## src/rtl/fifo_burst_reader_pkg.sv

```systemverilog
// Shared types and constants for the FIFO burst reader.
// Holds the controller state encoding and the skid buffer geometry.
// Imported by fifo_burst_reader and rd_skid_buf.
package fifo_burst_reader_pkg;

    typedef enum logic {
        IDLE  = 1'b0,
        BURST = 1'b1
    } state_t;

    // Two entries cover the one-cycle FIFO read latency plus one stalled beat.
    localparam int SKID_DEPTH = 2;
    localparam int SKID_CNT_W = $clog2(SKID_DEPTH + 1);

endpackage

```

## src/rtl/rd_skid_buf.sv

```systemverilog
// Two-entry skid buffer between the FIFO read port and the downstream beat port.
// Latency: one cycle from input handshake to output valid.
// Backpressure: i_out_rdy low holds the head entry; o_in_rdy drops when both entries are full.
module rd_skid_buf
    import fifo_burst_reader_pkg::*;
#(
    parameter int WIDTH = 32
) (
    input  logic                  clk,
    input  logic                  rst,
    input  logic                  i_in_vld,
    output logic                  o_in_rdy,
    input  logic [WIDTH-1:0]      i_in_dat,
    output logic                  o_out_vld,
    input  logic                  i_out_rdy,
    output logic [WIDTH-1:0]      o_out_dat,
    output logic [SKID_CNT_W-1:0] o_count
);

    logic [WIDTH-1:0]      r_mem [0:SKID_DEPTH-1];
    logic                  r_wr_ptr;
    logic                  r_rd_ptr;
    logic [SKID_CNT_W-1:0] r_cnt;

    logic w_push;
    logic w_pop;

    assign o_in_rdy  = (r_cnt != SKID_CNT_W'(SKID_DEPTH));
    assign o_out_vld = (r_cnt != '0);
    // Head entry is driven straight from storage so it cannot move while stalled.
    assign o_out_dat = o_out_vld ? r_mem[r_rd_ptr] : '0;
    assign o_count   = r_cnt;

    assign w_push = i_in_vld && o_in_rdy;
    assign w_pop  = o_out_vld && i_out_rdy;

    // Ring storage, pointers and occupancy count.
    always_ff @(posedge clk) begin
        if (rst) begin
            for (int i = 0; i < SKID_DEPTH; i++) begin
                r_mem[i] <= '0;
            end
            r_wr_ptr <= 1'b0;
            r_rd_ptr <= 1'b0;
            r_cnt    <= '0;
        end else begin
            if (w_push) begin
                r_mem[r_wr_ptr] <= i_in_dat;
                r_wr_ptr        <= ~r_wr_ptr;
            end
            if (w_pop) begin
                r_rd_ptr <= ~r_rd_ptr;
            end
            case ({w_push, w_pop})
                2'b10:   r_cnt <= r_cnt + SKID_CNT_W'(1);
                2'b01:   r_cnt <= r_cnt - SKID_CNT_W'(1);
                default: r_cnt <= r_cnt;
            endcase
        end
    end

endmodule

```

## src/rtl/fifo_burst_reader.sv

```systemverilog
// Pops fixed-length bursts from a synch_fifo and presents them as valid/ready beats with out_last.
// Latency: two cycles from the first pop to the first out_valid; one beat per cycle with out_ready high.
// Backpressure: out_ready low stalls beats in the skid buffer and throttles pops to keep it from overflowing.
// Optional macro FIFO_BURST_READER_TIMEOUT_EN flushes a partial burst after TIMEOUT idle cycles.
module fifo_burst_reader
    import fifo_burst_reader_pkg::*;
#(
    parameter int FIFO_PTR   = 4,
    parameter int FIFO_WIDTH = 32,
    parameter int BURST_LEN  = 4,
    parameter int TIMEOUT    = 64
) (
    input  logic                  clk,
    input  logic                  rst,
    input  logic                  fifo_empty,
    input  logic [FIFO_PTR:0]     fifo_data_avail,
    input  logic [FIFO_WIDTH-1:0] fifo_read_data,
    output logic                  fifo_read_en,
    output logic                  out_valid,
    input  logic                  out_ready,
    output logic [FIFO_WIDTH-1:0] out_data,
    output logic                  out_last
);

    localparam int               CNT_W        = FIFO_PTR + 1;
    localparam logic [CNT_W-1:0] LP_BURST_LEN = CNT_W'(BURST_LEN);

    if (BURST_LEN < 1 || BURST_LEN > (1 << FIFO_PTR) || TIMEOUT < 1) begin : g_param_check
        $error("fifo_burst_reader: BURST_LEN must be 1..2**FIFO_PTR and TIMEOUT at least 1");
    end

    state_t           r_state;
    logic [CNT_W-1:0] r_len;
    logic [CNT_W-1:0] r_issue;
    logic [CNT_W-1:0] r_beat;
    logic             r_inflight;

    logic                  w_skid_vld;
    logic [FIFO_WIDTH-1:0] w_skid_dat;
    logic [SKID_CNT_W-1:0] w_skid_cnt;
    logic                  w_skid_in_rdy;
    logic                  w_skid_push;
    logic                  w_out_hs;
    logic [2:0]            w_occ;
    logic                  w_rd_en;
    logic                  w_last_beat;
    logic                  w_tmo_fire;

    assign w_out_hs    = w_skid_vld && out_ready;
    // Entries held plus the read still in flight, less whatever leaves this cycle.
    assign w_occ       = {1'b0, w_skid_cnt} + {2'b00, r_inflight} - {2'b00, w_out_hs};
    assign w_rd_en     = (r_state == BURST) && !fifo_empty && (r_issue < r_len)
                         && (w_occ < 3'(SKID_DEPTH));
    assign w_last_beat = (r_beat == (r_len - CNT_W'(1)));
    // The occupancy rule already guarantees room; the gate only protects a full buffer.
    assign w_skid_push = r_inflight && w_skid_in_rdy;

    assign fifo_read_en = w_rd_en;
    assign out_valid    = w_skid_vld;
    assign out_data     = w_skid_dat;
    assign out_last     = w_skid_vld && w_last_beat;

    rd_skid_buf #(
        .WIDTH (FIFO_WIDTH)
    ) u_skid (
        .clk       (clk),
        .rst       (rst),
        .i_in_vld  (w_skid_push),
        .o_in_rdy  (w_skid_in_rdy),
        .i_in_dat  (fifo_read_data),
        .o_out_vld (w_skid_vld),
        .i_out_rdy (out_ready),
        .o_out_dat (w_skid_dat),
        .o_count   (w_skid_cnt)
    );

`ifdef FIFO_BURST_READER_TIMEOUT_EN
    localparam int TMR_W = $clog2(TIMEOUT + 1);

    logic [TMR_W-1:0] r_timer;
    logic             w_tmo_qual;

    // The timer only runs while a partial burst sits in the FIFO during IDLE.
    assign w_tmo_qual = (r_state == IDLE) && !fifo_empty && (fifo_data_avail < LP_BURST_LEN);
    assign w_tmo_fire = w_tmo_qual && (r_timer == TMR_W'(TIMEOUT - 1));

    // Idle timer: clears on empty, on any burst start, and on expiry.
    always_ff @(posedge clk) begin
        if (rst || !w_tmo_qual || w_tmo_fire) begin
            r_timer <= '0;
        end else begin
            r_timer <= r_timer + TMR_W'(1);
        end
    end
`else
    assign w_tmo_fire = 1'b0;
`endif

    // Burst controller: latch length on entry, count pops and beats, leave on the last beat.
    always_ff @(posedge clk) begin
        if (rst) begin
            r_state    <= IDLE;
            r_len      <= '0;
            r_issue    <= '0;
            r_beat     <= '0;
            r_inflight <= 1'b0;
        end else begin
            r_inflight <= w_rd_en;
            case (r_state)
                IDLE: begin
                    r_issue <= '0;
                    r_beat  <= '0;
                    if (fifo_data_avail >= LP_BURST_LEN) begin
                        r_state <= BURST;
                        r_len   <= LP_BURST_LEN;
                    end else if (w_tmo_fire) begin
                        r_state <= BURST;
                        r_len   <= fifo_data_avail;
                    end
                end
                BURST: begin
                    if (w_rd_en) begin
                        r_issue <= r_issue + CNT_W'(1);
                    end
                    if (w_out_hs) begin
                        r_beat <= r_beat + CNT_W'(1);
                        // Returning to IDLE forces at least one idle cycle between bursts.
                        if (w_last_beat) begin
                            r_state <= IDLE;
                        end
                    end
                end
                default: r_state <= IDLE;
            endcase
        end
    end

endmodule

```

## config.mk

```make
export PLATFORM = sky130hd
export DESIGN_NAME = fifo_burst_reader
export DESIGN_NICKNAME = d
export VERILOG_FILES = /design/src/rtl/fifo_burst_reader_pkg.sv /design/src/rtl/rd_skid_buf.sv /design/src/rtl/fifo_burst_reader.sv
export SDC_FILE = /design/constraint.sdc
export NUM_CORES = 1
export LEC_CHECK = 0
export BUFFER_PORTS_ARGS = -buffer_cell sky130_fd_sc_hd__buf_2
export CAP_MARGIN = 10
export CORE_ASPECT_RATIO = 0.75
export CORE_MARGIN = 10
export CORE_UTILIZATION = 61
export CTS_BUF_LIST = sky130_fd_sc_hd__clkbuf_8
export CTS_CLUSTER_SIZE = 20
export DETAILED_ROUTE_END_ITERATION = 8
export GPL_TIMING_DRIVEN = 0
export PLACE_DENSITY = 0.95
export SLEW_MARGIN = 25
export SYNTH_ARGS = -nofsm -noshare
export SYNTH_HDL_FRONTEND = slang
export SYNTH_SLANG_ARGS = --single-unit
```

## constraint.sdc

```tcl
create_clock -name clk -period 5 [get_ports clk]
set_clock_uncertainty 0.15 [all_clocks]
set_input_delay 1.25 -clock clk [delete_from_list [all_inputs] [get_ports clk]]
set_output_delay 1.25 -clock clk [all_outputs]
set_load 0.01 [all_outputs]
```

==> run metrics <==
vias in the first global route 2510; Arrival @ worst endpoint 3.11 ns; net switching power 0.0002944 W; Gate power share 5.8%; critical path cell sequence buf_2, and2_1, o21ai_0, fa_1, nand4b_1, or3_4, inv_1, buf_2; sequential share of the synthesized area 61.39%; final hold vios 0; largest net degree at the start of global routing 33; H-Tree Level Count 3; antenna violations before repair 0; initial DRC count 114; Hold Crit Class register to register; Worst Setup Slack post-DPL 0.5761 ns; nets 429; Die Width 110.1 µm; Max VDD drop 0.2198 mV; Slew headroom 46.90%; sequential share of power 60.4%; Routability Congestion 0.7800; drt total wl 7737 µm; Pint 0.0009694 W; Tot Pwr 0.001264 W; IO buf count 73; drt first pass iters 6; switching share of power 23.30%; top post-synthesis cells by area edfxtp_1, and2_1, dfxtp_1; Setup violations, final 0; most frequent cells in the layout buf_2, and2_1, edfxtp_1; Reg-to-Reg Start u_skid.o_count[1]$_SDFFE_PP0P_; clock network power share 33.8%; critical path endpoint category output port; Worst-Margin Slew 0.7965 ns; CP peak stage delay 0.52 ns; maxcap violations 0; status finished clean; Post-Syn Area 0.003717 mm²; ys async rst share 0%; via count 2486; post-CTS sizing 0; fin worst setup slack 0.4880 ns; Worst-path clk slew 0.08 ns; Inserted Clock Buffers 9; io pins 76; family with the most delay on the worst path simple AND/OR/NAND/NOR gates; Synth warnings 0; Area Growth Syn to Fin 18.01%; power per cell area 288.1 mW/mm²; TritonCTS clock tree yes; Critical Path Most Common Cell buf_2; Routed Antenna Nets 0; Post-synth EDFFs 64; cts hold-fix bufs 0; total clock sinks 82; crit path from out_ready; DR DRC count 0; maximum root-to-sink buffer count 2; CP max stage cell fa_1; row count 24; Max Slew Vio Count 0; average routed wire per standard cell 16.53 µm; Yosys top cell area share 51.70%; slack of the worst reg-to-reg path 2.15 ns; DP Area 0.004210 mm²; share of layout cells above drive strength 1 27.69%; Total Neg Setup Slack 0 ns; Syn Area/Cell 12.39 µm²; Core ar. 0.005856 mm²; syn nets 344; flops & latches, synth 82; Finished Cell Area 0.004387 mm²; RSZ-0062 raised after global routing false; cell count after synthesis 300; Critical Path Fanout Max 8; DR vias/cell 5.312; Synth Flop Type edfxtp_1; DIE HEIGHT 87.61 µm; die area 0.009649 mm²; grt ovf 0; worst hold slack 0.3142 ns; Max Clk Rate 0.2216 GHz; first-pass GRT wire length 11860 µm; Tmin final 4.512 ns; Total GRT Usage 16.20%; Starting Density 63.48%; post-synth cell types 37; insertion delay to the later sink of the worst-skew pair 0.36 ns; critical path class input port to output port; Req. time, crit path 3.60 ns; commonest non-fill, non-tap cell in the layout buf_2; crit start category input port; hpwl dp 5570 µm; hold_sp r_issue[3]$_SDFFE_PP0P_; leakage power 1.775 nW; setup bufs post-CTS 0; cell taking the most area after synthesis edfxtp_1; Worst Path Buf+Inv 3; root buffer cell clkbuf_8; final period utilization 90.24%; Ant. Diodes 0
==> cell type report <==
| class | count | area (µm²) |
|---|---|---|
| Sequential cell | 82 | 2282 |
| Fill cell | 415 | 1469 |
| Multi-Input combinational cell | 197 | 1343 |
| Timing Repair Buffer | 74 | 392.9 |
| Clock buffer | 9 | 123.9 |
| Tap cell | 78 | 97.59 |
| Buffer | 16 | 76.32 |
| Clock inverter | 7 | 52.55 |
| Inverter | 5 | 18.77 |
==> flip-flops by register name, indices dropped and copies added (netlist names), named ones only <==
| register | flops |
|---|---|
| r_len | 1 |
| r_beat | 5 |
| r_state | 1 |
| r_inflight | 1 |
| u_skid.r_rd_ptr | 1 |
| u_skid.o_count | 2 |
| r_issue | 5 |
| u_skid.r_mem | 64 |
| u_skid.r_wr_ptr | 1 |
==> worst paths after layout <==
check                                 end  cells after the start
setup / recovery             fifo_read_en                      8
hold / removal    r_issue[3]$_SDFFE_PP0P_                      1
setup reg to reg  r_issue[0]$_SDFFE_PP0P_                      8
hold reg to reg   r_issue[3]$_SDFFE_PP0P_                      1
==> through the flow <==
stage          cells  utilization [%]
6_report         468            74.91
5_1_grt          468            74.91
4_1_cts          468            74.91
3_5_place_dp     452            71.90
3_3_place_gp     451            71.39
2_1_floorplan    300                -
==> kinds of logic (layout without fill, tap and decap cells) <==
group / after synthesis / in the layout / share of synthesized area, %
AOI/OAI and AO/OA: 20 / 20 / 3.299
buffers and inverters: 21 / 111 / 2.558
DFF: 82 / 82 / 61.39
and+or+nand+nor: 134 / 134 / 20.90
xor gates and xnor gates: 4 / 4 / 0.9423
muxes: 36 / 36 / 9.694
adders and majority gates: 3 / 3 / 1.212
==> Yosys cell counts (3+ instances only) <==
master	instances
xor2_1	4
edfxtp_1	64
clkbuf_2	4
o21ai_0	6
buf_2	3
or3_1	3
inv_1	5
nand2_1	5
dfxtp_1	18
mux2i_1	36
a21oi_1	7
nor2_1	41
clkbuf_1	8
and2_1	66
==> power by group through the flow <==
stage               registers [W]  logic (W)  clock network (W)
finish                   0.000763  0.0000737           0.000427
global route             0.000766  0.0000812           0.000463
CTS                      0.000763  0.0000741           0.000433
detailed placement       0.000779  0.0000737                  0
global placement         0.000777  0.0000670                  0
floorplan                0.000776  0.0000381                  0
==> per-layer routing <==
| layer | track usage (%) | routed length, µm | part of all wire (%) |
|---|---|---|---|
| met5 | 0 | 0 | 0 |
| met4 | 5.471 | 146 | 1.9 |
| met3 | 6.456 | 755 | 9.8 |
| met1 | 18.58 | 3078 | 40 |
| met2 | 27.19 | 3757 | 49 |
No activity file was read; power rests on OpenSTA's default activity.
